$ cat src/rtl/bldc_commutator_pwm.sv
// rtl/bldc_commutator_pwm.sv - BLDC 6-step commutator with Hall debounce, soft-start PWM, dead-time and fault
// Drives three half-bridge phase codes from debounced Hall state, direction and ramped duty.
module bldc_commutator_pwm #(
    parameter int PWM_WIDTH    = 8,
    parameter int DEBOUNCE_CYC = 4,
    parameter int DEAD_CYC     = 8,
    parameter int RAMP_DIV     = 256,
    parameter int STALL_CYC    = 1000000,
    parameter int PER_WIDTH    = 20
) (
    input  logic                 clk,
    input  logic                 rst_n,
    input  logic                 enable,
    input  logic                 dir,
    input  logic [PWM_WIDTH-1:0] duty_cmd,
    input  logic [2:0]           hall,
    output logic [1:0]           a,
    output logic [1:0]           b,
    output logic [1:0]           c,
    output logic                 fault,
    output logic [PER_WIDTH-1:0] comm_period
);

    localparam int DBW = $clog2(DEBOUNCE_CYC + 1);
    localparam int DTW = $clog2(DEAD_CYC + 1);
    localparam int RW  = $clog2(RAMP_DIV + 1);
    localparam int SW  = $clog2(STALL_CYC + 2);
    localparam logic [DBW-1:0] DB_MAX    = DBW'(DEBOUNCE_CYC - 1);
    localparam logic [DTW-1:0] DEAD_LOAD = DTW'(DEAD_CYC - 1);
    localparam logic [RW-1:0]  RAMP_MAX  = RW'(RAMP_DIV - 1);
    localparam logic [SW-1:0]  STALL_LIM = SW'(STALL_CYC);
    localparam logic [5:0]     FLOAT     = 6'b010101;

    typedef enum logic [1:0] {IDLE, RUN, DEAD, FAULT} state_t;

    state_t               state;
    logic [2:0]           hall_s1, hall_s2, hall_cand, hall_db, hall_prev, hall_run;
    logic [1:0]           sync_fill;
    logic [DBW-1:0]       db_cnt;
    logic                 db_valid;
    logic                 dir_run;
    logic [DTW-1:0]       dead_cnt;
    logic [PWM_WIDTH-1:0] duty_cur, duty_nxt, pwm_cnt;
    logic [RW-1:0]        ramp_cnt, ramp_nxt;
    logic [SW-1:0]        stall_cnt;
    logic [PER_WIDTH-1:0] per_cnt;
    logic [5:0]           abc;
    logic                 pwm_on, hall_bad, hall_chg, stall_hit, active, step_chg;

    assign {a, b, c}  = abc;
    assign pwm_on     = (pwm_cnt < duty_cur) || (&duty_cur);
    assign hall_bad   = (hall_db == 3'b000) || (hall_db == 3'b111);
    assign hall_chg   = (hall_db != hall_prev);
    assign stall_hit  = (STALL_CYC != 0) && (stall_cnt == STALL_LIM);
    assign active     = (state == RUN) || (state == DEAD);
    assign step_chg   = (hall_db != hall_run) || (dir != dir_run);

    // dir=0 swaps the roles of the switching (H) and sinking (L) phases
    function automatic logic [5:0] pattern(input logic [2:0] h, input logic d, input logic on);
        logic [1:0] ph, hi, lo;
        ph = on ? 2'b11 : 2'b01;
        hi = d ? ph : 2'b00;
        lo = d ? 2'b00 : ph;
        case (h)
            3'b001:  pattern = {lo, 2'b01, hi};
            3'b010:  pattern = {hi, lo, 2'b01};
            3'b011:  pattern = {2'b01, lo, hi};
            3'b100:  pattern = {2'b01, hi, lo};
            3'b101:  pattern = {lo, hi, 2'b01};
            3'b110:  pattern = {hi, 2'b01, lo};
            default: pattern = FLOAT;
        endcase
    endfunction

    always_comb begin
        duty_nxt = duty_cur;
        ramp_nxt = ramp_cnt;
        if (duty_cur > duty_cmd) begin
            duty_nxt = duty_cmd;
            ramp_nxt = '0;
        end else if (duty_cur < duty_cmd) begin
            if (ramp_cnt == RAMP_MAX) begin
                duty_nxt = duty_cur + 1'b1;
                ramp_nxt = '0;
            end else begin
                ramp_nxt = ramp_cnt + 1'b1;
            end
        end else begin
            ramp_nxt = '0;
        end
    end

    // Debounce only starts once the synchroniser holds real samples
    always_ff @(posedge clk or negedge rst_n) begin
        if (!rst_n) begin
            hall_s1   <= 3'b000;
            hall_s2   <= 3'b000;
            sync_fill <= 2'b00;
            hall_cand <= 3'b000;
            db_cnt    <= '0;
            hall_db   <= 3'b000;
            db_valid  <= 1'b0;
            hall_prev <= 3'b000;
        end else begin
            hall_s1   <= hall;
            hall_s2   <= hall_s1;
            sync_fill <= {sync_fill[0], 1'b1};
            hall_prev <= hall_db;
            if (sync_fill[1]) begin
                if (hall_s2 != hall_cand) begin
                    hall_cand <= hall_s2;
                    db_cnt    <= '0;
                end else if (db_cnt != DB_MAX) begin
                    db_cnt <= db_cnt + 1'b1;
                end else begin
                    hall_db  <= hall_cand;
                    db_valid <= 1'b1;
                end
            end
        end
    end

    always_ff @(posedge clk or negedge rst_n) begin
        if (!rst_n) begin
            state       <= IDLE;
            abc         <= FLOAT;
            fault       <= 1'b0;
            comm_period <= '0;
            per_cnt     <= '0;
            stall_cnt   <= '0;
            duty_cur    <= '0;
            ramp_cnt    <= '0;
            pwm_cnt     <= '0;
            dead_cnt    <= '0;
            hall_run    <= 3'b000;
            dir_run     <= 1'b0;
        end else begin
            pwm_cnt <= pwm_cnt + 1'b1;

            if (active) begin
                if (hall_chg) begin
                    stall_cnt   <= '0;
                    comm_period <= per_cnt;
                    per_cnt     <= PER_WIDTH'(1);
                end else begin
                    if (stall_cnt != '1) stall_cnt <= stall_cnt + 1'b1;
                    if (per_cnt != '1)   per_cnt   <= per_cnt + 1'b1;
                end
            end else begin
                stall_cnt <= '0;
            end

            if (!enable) begin
                state    <= IDLE;
                abc      <= FLOAT;
                fault    <= 1'b0;
                duty_cur <= '0;
                ramp_cnt <= '0;
            end else begin
                case (state)
                    IDLE: begin
                        abc      <= FLOAT;
                        duty_cur <= '0;
                        ramp_cnt <= '0;
                        if (db_valid) begin
                            if (hall_bad) begin
                                state <= FAULT;
                                fault <= 1'b1;
                            end else begin
                                state    <= RUN;
                                hall_run <= hall_db;
                                dir_run  <= dir;
                                abc      <= pattern(hall_db, dir, pwm_on);
                            end
                        end
                    end
                    RUN, DEAD: begin
                        duty_cur <= duty_nxt;
                        ramp_cnt <= ramp_nxt;
                        if (hall_bad || (state == RUN && stall_hit)) begin
                            state    <= FAULT;
                            fault    <= 1'b1;
                            abc      <= FLOAT;
                            duty_cur <= '0;
                            ramp_cnt <= '0;
                        end else if (step_chg) begin
                            state    <= DEAD;
                            dead_cnt <= DEAD_LOAD;
                            hall_run <= hall_db;
                            dir_run  <= dir;
                            abc      <= FLOAT;
                            if (dir != dir_run) begin
                                duty_cur <= '0;
                                ramp_cnt <= '0;
                            end
                        end else if (state == RUN) begin
                            abc <= pattern(hall_run, dir_run, pwm_on);
                        end else if (dead_cnt == '0) begin
                            state <= RUN;
                            abc   <= pattern(hall_run, dir_run, pwm_on);
                        end else begin
                            dead_cnt <= dead_cnt - 1'b1;
                            abc      <= FLOAT;
                        end
                    end
                    default: begin
                        abc      <= FLOAT;
                        fault    <= 1'b1;
                        duty_cur <= '0;
                        ramp_cnt <= '0;
                    end
                endcase
            end
        end
    end

endmodule

$ cat config.mk
export PLATFORM = sky130hd
export DESIGN_NAME = bldc_commutator_pwm
export DESIGN_NICKNAME = d
export VERILOG_FILES = /design/src/rtl/bldc_commutator_pwm.sv
export SDC_FILE = /design/constraint.sdc
export NUM_CORES = 1
export LEC_CHECK = 0
export ABC_AREA = 1
export CAP_MARGIN = 20
export CORE_ASPECT_RATIO = 1.4
export CORE_UTILIZATION = 60
export DETAILED_ROUTE_END_ITERATION = 7
export PLACE_DENSITY = 0.91
export REMOVE_ABC_BUFFERS = 1
export SYNTH_ARGS = -nofsm -noshare
export SYNTH_HDL_FRONTEND = slang
export SYNTH_SLANG_ARGS = --single-unit
$ cat constraint.sdc
create_clock -name clk -period 2.5 [get_ports clk]
set_input_delay 0.5 -clock clk [delete_from_list [all_inputs] [get_ports clk]]
set_output_delay 0.5 -clock clk [all_outputs]
set_load 0.01 [all_outputs]
After elaboration in Yosys (flattened, before gate mapping)
Cells that the tools add are included.

Register bits after elaboration: 123. Bits of input ports: 15. Logic and storage cells: 157.

$lt $le $gt $ge: 3. Multiplexer cells: 64. Add/subtract/negate cells: 7. Bitwise logic cells: 3. Eq/ne operators: 37. Reduce and logical (&&, ||, !) cells: 23.

Operators by type and width (count): two-way mux 20 bit (5); two-way mux 9 bit (8); case mux 6 bit (6 select lines) (2); two-way mux 8 bit (8); two-way mux 6 bit (7); adder 20 x 1 -> 20 bit, second input constant (2); != test 20 bit, second input constant (2); two-way mux 2 bit (12); == test 3 bit, second input constant (7); == test 20 bit, second input constant (1); two-way mux 3 bit (6); adder 8 x 1 -> 8 bit, second input constant (2); < comparator 8 bit (2); == test 3 x 2 -> 1 bit, second input constant (4); two-way mux 4 bit (3); != test 2 bit, second input constant (6); case mux 6 bit (2 select lines) (1); != test 5 bit, second input constant (2); adder 9 x 1 -> 9 bit, second input constant (1); == test 9 x 8 -> 1 bit, second input constant (1); != test 3 bit (3); != test 3 bit, second input constant (3); > comparator 8 bit (1); two-way mux 1 bit (8); other kinds (25) (40).

Longest topological paths before layout
Depth after elaboration: 11. Mapped depth: 13. Depth with buffers taken out: 13.

Worst setup path before layout
Ideal clock, no wire load.

Kind: input to register. Start: in duty_cmd[7]. End: reg duty_cur[1]. Path slack: 0.613 ns. Data arrival time: 1.768 ns. Required time: 2.381 ns. Setup time: 0.119 ns. Stages on the path: 12. Buffers on the path: 1. Cell sequence: inv_1 -> ha_1 -> nand2_1 -> inv_1 -> nor2_1 -> o21a_1 -> nand2_1 -> inv_1 -> clkbuf_1 -> nand2_1 -> a21oi_1 -> nor2_1.

Word-level cells in the longest chain between the ends: 8. Elaborated cells on any way between the ends: 9. Those cells by class: order compare: 2; mux: 7.

Ends and longest elaborated chain: start: declaration (line 15) `input logic [PWM_WIDTH-1:0] duty_cmd,`; < comparator 8 bit (line 81) `end else if (duty_cur < duty_cmd) begin`; two-way mux 8 bit (line 81); two-way mux 8 bit (*) (line 78) `if (duty_cur > duty_cmd) begin`; two-way mux 8 bit (line 192) `if (dir != dir_run) begin`; two-way mux 8 bit (*) (line 186) `end else if (step_chg) begin`; two-way mux 8 bit (*) (line 180) `if (hall_bad || (state == RUN && stall_hit)) begin`; two-way mux 8 bit (*) (line 160) `case (state)`; two-way mux 8 bit (*) (line 153) `if (!enable) begin`; end signal: assignment (line 178) `duty_cur <= duty_nxt;`; end: declaration (line 43) `logic [PWM_WIDTH-1:0] duty_cur, duty_nxt, pwm_cnt;`.

Mark *: on every way between the ends. The rest lies on a longest branch, timed or not. A chain may end at the register's enable or synchronous reset.

Worst setup path after layout
Start: reg state[0]. End: reg stall_cnt[2].

Word-level cells in the longest chain between the ends: 3. Elaborated cells on any way between the ends: 5. Those cells by class: eq/ne: 3; mux: 1; reduce/logical: 1.

Ends and longest elaborated chain: start: declaration (line 36) `state_t state;`; start signal: assignment (line 125) `state <= IDLE;`; start signal: assignment (line 154) `state <= IDLE;`; start signal: assignment (line 167) `state <= FAULT;`; == test 2 x 1 -> 1 bit / == test 2 bit (equally long branches) (line 55) `assign active = (state == RUN) || (state == DEAD);`; logical OR 1 bit (*) (line 55); != test 3 x 2 -> 1 bit (no line) / two-way mux 20 bit (equally long branches); end signal: assignment (line 146) `if (stall_cnt != '1) stall_cnt <= stall_cnt + 1'b1;`; end: declaration (line 45) `logic [SW-1:0] stall_cnt;`.

Marks and branches as above.

==> tab_implementation.tex <==
\begin{tabular}{lr}
\hline
Metric & Value \\
\hline
\multicolumn{2}{l}{\textbf{Run status}} \\
Result of the run & completed \\
\multicolumn{2}{l}{\textbf{Layout}} \\
Final core utilization & between 70\% and 80\% \\
Layout cell share with drive strength beyond 1 & 12.0\% \\
Non-filler instance count after layout & 1118 \\
Growth of design area from synthesis to finish & 15.8\% \\
Number of nets at the end of the flow & about 1k \\
Number of diodes added for antenna fixing & 0 \\
\multicolumn{2}{l}{\textbf{GRT}} \\
Vias in the first global route & 6176 \\
Grt total ovfl & 0 \\
Largest net degree at the start of global routing & 47 \\
Antenna violations before repair & 0 \\
Wire length of the first global-routing pass & 27.2 mm \\
GRT Util Overall & 27.7\% \\
\multicolumn{2}{l}{\textbf{Timing}} \\
Max frequency & 464 MHz \\
Count of final setup violators & 0 \\
Number of endpoints with negative hold slack in the final report & 0 \\
Maximum clock skew at final layout & 10.2 ps \\
Relative max-transition margin & 58.4\% \\
Setup TNS Final & 0 ps \\
Number of max-slew violations in the final report & 0 \\
Measured slew at the worst slew-check pin & 624 ps \\
Post-route clock period utilization & 86.2\% \\
Unrepaired setup endpoints after global routing & false \\
Minimum period implied by the final worst setup slack & 2150 ps \\
Post-Route Hold Slack & 98.8 ps \\
\multicolumn{2}{l}{\textbf{Die}} \\
Starting density of the core & 61.3\% \\
Full die area & around 12000 um\^{}2 \\
I/O Pins & 42 \\
Area of the core & 11800 um\^{}2 \\
FP Rows & 47 \\
Die width & approximately 95 um \\
Die Height & between 100 and 150 um \\
\multicolumn{2}{l}{\textbf{Synthesis}} \\
Average cell area after synthesis & approximately 8 um\^{}2 \\
Number of warnings issued by yosys & 0 \\
Most instantiated flip-flop cell in the synthesis netlist & sky130\_fd\_sc\_hd\_\_dfrtp\_1 \\
Count leader, synth & sky130\_fd\_sc\_hd\_\_nand2\_1 \\
Cell Area, Synth & a little over 7000 um\^{}2 \\
Cells after synthesis & 910 \\
Number of flops mapped to enable cells by yosys & 0 \\
Post-synthesis async set-or-reset flop share & 100\% \\
Sequential element share of the synthesized area & 42.7\% \\
Cell type with the largest total area after synthesis & sky130\_fd\_sc\_hd\_\_dfrtp\_1 \\
Synth unique cells & between 40 and 50 \\
Synth top cells by count & sky130\_fd\_sc\_hd\_\_nand2\_1 (238), sky130\_fd\_sc\_hd\_\_dfrtp\_1 (120), sky130\_fd\_sc\_hd\_\_inv\_1 (96) \\
Synth area leaders & sky130\_fd\_sc\_hd\_\_dfrtp\_1 (42\%), sky130\_fd\_sc\_hd\_\_nand2\_1 (12\%), sky130\_fd\_sc\_hd\_\_inv\_1 (5.0\%) \\
Yosys reg bits & 123 \\
Area fraction of the dominant cell type after synthesis & 41.6\% \\
\multicolumn{2}{l}{\textbf{Power and ir drop}} \\
Switching power share of the total & approximately a third \\
Proportion of power drawn by the clock network & 41.4\% \\
Largest vdd supply drop & 564 uV \\
Sum of internal, switching and leakage power & 6080 uW \\
Part of the power in registers & 37.3\% \\
Combinational Power Share & between 20\% and 30\% \\
LEAKAGE & 0.00384 uW \\
Net switching power figure & just under 2000 uW \\
Int Power & 4140 uW \\
Total power density per cell area & approximately 730 nW/um\^{}2 \\
\multicolumn{2}{l}{\textbf{Drt}} \\
Initial DRT Pass Iterations & 4 \\
Wire length on met2 & 8.56 mm \\
Residual antenna-violating net count after detailed routing & 0 \\
Top layer in use & met4 \\
Via count of the routed design & just over 6k \\
Violation count after the first detailed-routing iteration & 409 \\
Total length of routed met3 wires & between 500 and 600 um \\
Residual DRC & 0 \\
Vias per cell & roughly 5.5 \\
Drt total wl & 15.7 mm \\
Wire per inst & 14.0 um \\
Detailed-route wire length on metal 1 & 6.11 mm \\
\multicolumn{2}{l}{\textbf{Critical path}} \\
Largest fanout of any net on the critical path & 13 \\
Required time of the worst setup path & between 2000 and 3000 ps \\
Critical path launch point type & register \\
Start-to-end type of the worst setup path & reg -> reg \\
Arrival time of data at the critical path endpoint & 2460 ps \\
Kind of end point of the critical path & register \\
\multicolumn{2}{l}{\textbf{Clock tree}} \\
Clock tree buffer depth & 2 \\
Post\_cts resized & 0 \\
CTS H-tree lvls & 4 \\
CTS root buffer & sky130\_fd\_sc\_hd\_\_clkbuf\_16 \\
Setup fix buffers added after clock tree synthesis & 0 \\
Hold buffer count at CTS & 0 \\
Insertion delay of the later-clocked pin in the worst-skew pair & roughly 420 ps \\
TritonCTS clock tree & done \\
Number of clock sinks & roughly 120 \\
Clk slew on worst S/H paths & approximately 60 ps \\
CTS buffer count & 17 \\
\multicolumn{2}{l}{\textbf{Placement}} \\
Placed wire-length estimate & 11.0 mm \\
RD Place Congestion & 0.873 \\
Number of cells after detailed placement & 1086 \\
Input/output buffers & 41 \\
\multicolumn{2}{l}{\textbf{Run}} \\
Max-cap check violation count & 0 \\
\multicolumn{2}{l}{\textbf{Min path}} \\
Min-delay worst type & in -> async \\
\hline
\end{tabular}
==> power by group through the flow <==
stage	logic, uW	registers [uW]	clock network [uW]
final	1300	2270	2520
after global routing	1440	2280	2640
after global placement	1230	2290	0
after CTS	1290	2260	2540
after floorplan	870	2280	0
after detailed placement	1270	2300	0
==> kinds of logic after synthesis <==
kind of cell    count (synthesis)  share of synthesized area (%)
compound gates                119                           9.37
xor+xnor                       42                           5.10
fa+ha+maj                      28                           4.86
buf+inv                       130                           7.81
flops                         123                           42.7
mux                             3                          0.468
other cells                     1                         0.0520
simple gates                  464                           29.6
==> layout make-up <==
cell class,count,area (um^2)
clock buffer,20,447
clock inverter,12,164
fill,846,3410
inverter,110,418
multi-input combinational,657,3570
sequential,123,3080
tap,147,184
timing repair buffer,49,493
==> layout by cell type, fill, tap and decap left out, types with 5 or more instances in the layout <==
master                            Yosys  layout
sky130_fd_sc_hd__nor3_2               5       5
sky130_fd_sc_hd__nor3_1              26      26
sky130_fd_sc_hd__xor2_1              34      34
sky130_fd_sc_hd__nand2_1            238     238
sky130_fd_sc_hd__o21ai_2             12      12
sky130_fd_sc_hd__ha_1                28      28
sky130_fd_sc_hd__o21ai_1             12      12
sky130_fd_sc_hd__a21oi_1             29      29
sky130_fd_sc_hd__clkinv_4             0       5
sky130_fd_sc_hd__xnor2_1              8       8
sky130_fd_sc_hd__nand3_1             50      50
sky130_fd_sc_hd__nor2_2               7       7
sky130_fd_sc_hd__nand2_2             11      11
sky130_fd_sc_hd__nand3_2              7       7
sky130_fd_sc_hd__nand4_1             13      13
sky130_fd_sc_hd__clkdlybuf4s50_1      0      40
sky130_fd_sc_hd__inv_1               96      96
sky130_fd_sc_hd__buf_4                7       7
sky130_fd_sc_hd__nor2_4               7       7
sky130_fd_sc_hd__nor2_1              89      89
sky130_fd_sc_hd__clkbuf_16            0      17
sky130_fd_sc_hd__o21ai_0             52      52
sky130_fd_sc_hd__dfrtp_1            120     120
sky130_fd_sc_hd__inv_2               13      13
==> metrics by stage <==
step	instance area, um^2	worst slack (ps)
CTS	8360	384
finish	8360	345
floorplan	7070	548
global route	8360	182
global placement	7740	92.2
detailed placement	7740	38.8
==> path summary, 6_finish.rpt <==
path / end / from / slack, ps / depth (start not counted)
setup / recovery: stall_cnt[2] / state[0] / 350 / 6
hold / removal: stall_cnt[14] / rst_n / 100 / 1
setup reg to reg: stall_cnt[2] / state[0] / 350 / 6
hold reg to reg: hall_s2[1] / hall_s1[1] / 350 / 0
max in group asynchronous: abc[4] / rst_n / 1710 / 2
min in group clk: hall_s2[1] / hall_s1[1] / 350 / 0
==> critical path, stage by stage, from the launching register on <==
cell	delay, ps
sky130_fd_sc_hd__dfrtp_1	410
sky130_fd_sc_hd__inv_1	60
sky130_fd_sc_hd__ha_1	300
sky130_fd_sc_hd__inv_1	230
sky130_fd_sc_hd__nor2_2	580
sky130_fd_sc_hd__nand2_1	320
sky130_fd_sc_hd__o31ai_1	150
==> registers in the layout (all words and copies together) (netlist names), 4 cells and up <==
| name | count |
|---|---|
| abc | 6 |
| comm_period | 20 |
| dead_cnt | 4 |
| duty_cur | 8 |
| per_cnt | 20 |
| pwm_cnt | 8 |
| ramp_cnt | 9 |
| stall_cnt | 20 |
==> routing by layer <==
metal / GRT usage [%] / vias to the layer above
li1: - / 3021
met1: 30.7 / 2932
met2: 50.2 / 146
met3: 5.59 / 39
met4: 11.7 / 0
met5: 0 / -
No activity file was read; power rests on OpenSTA's default activity.
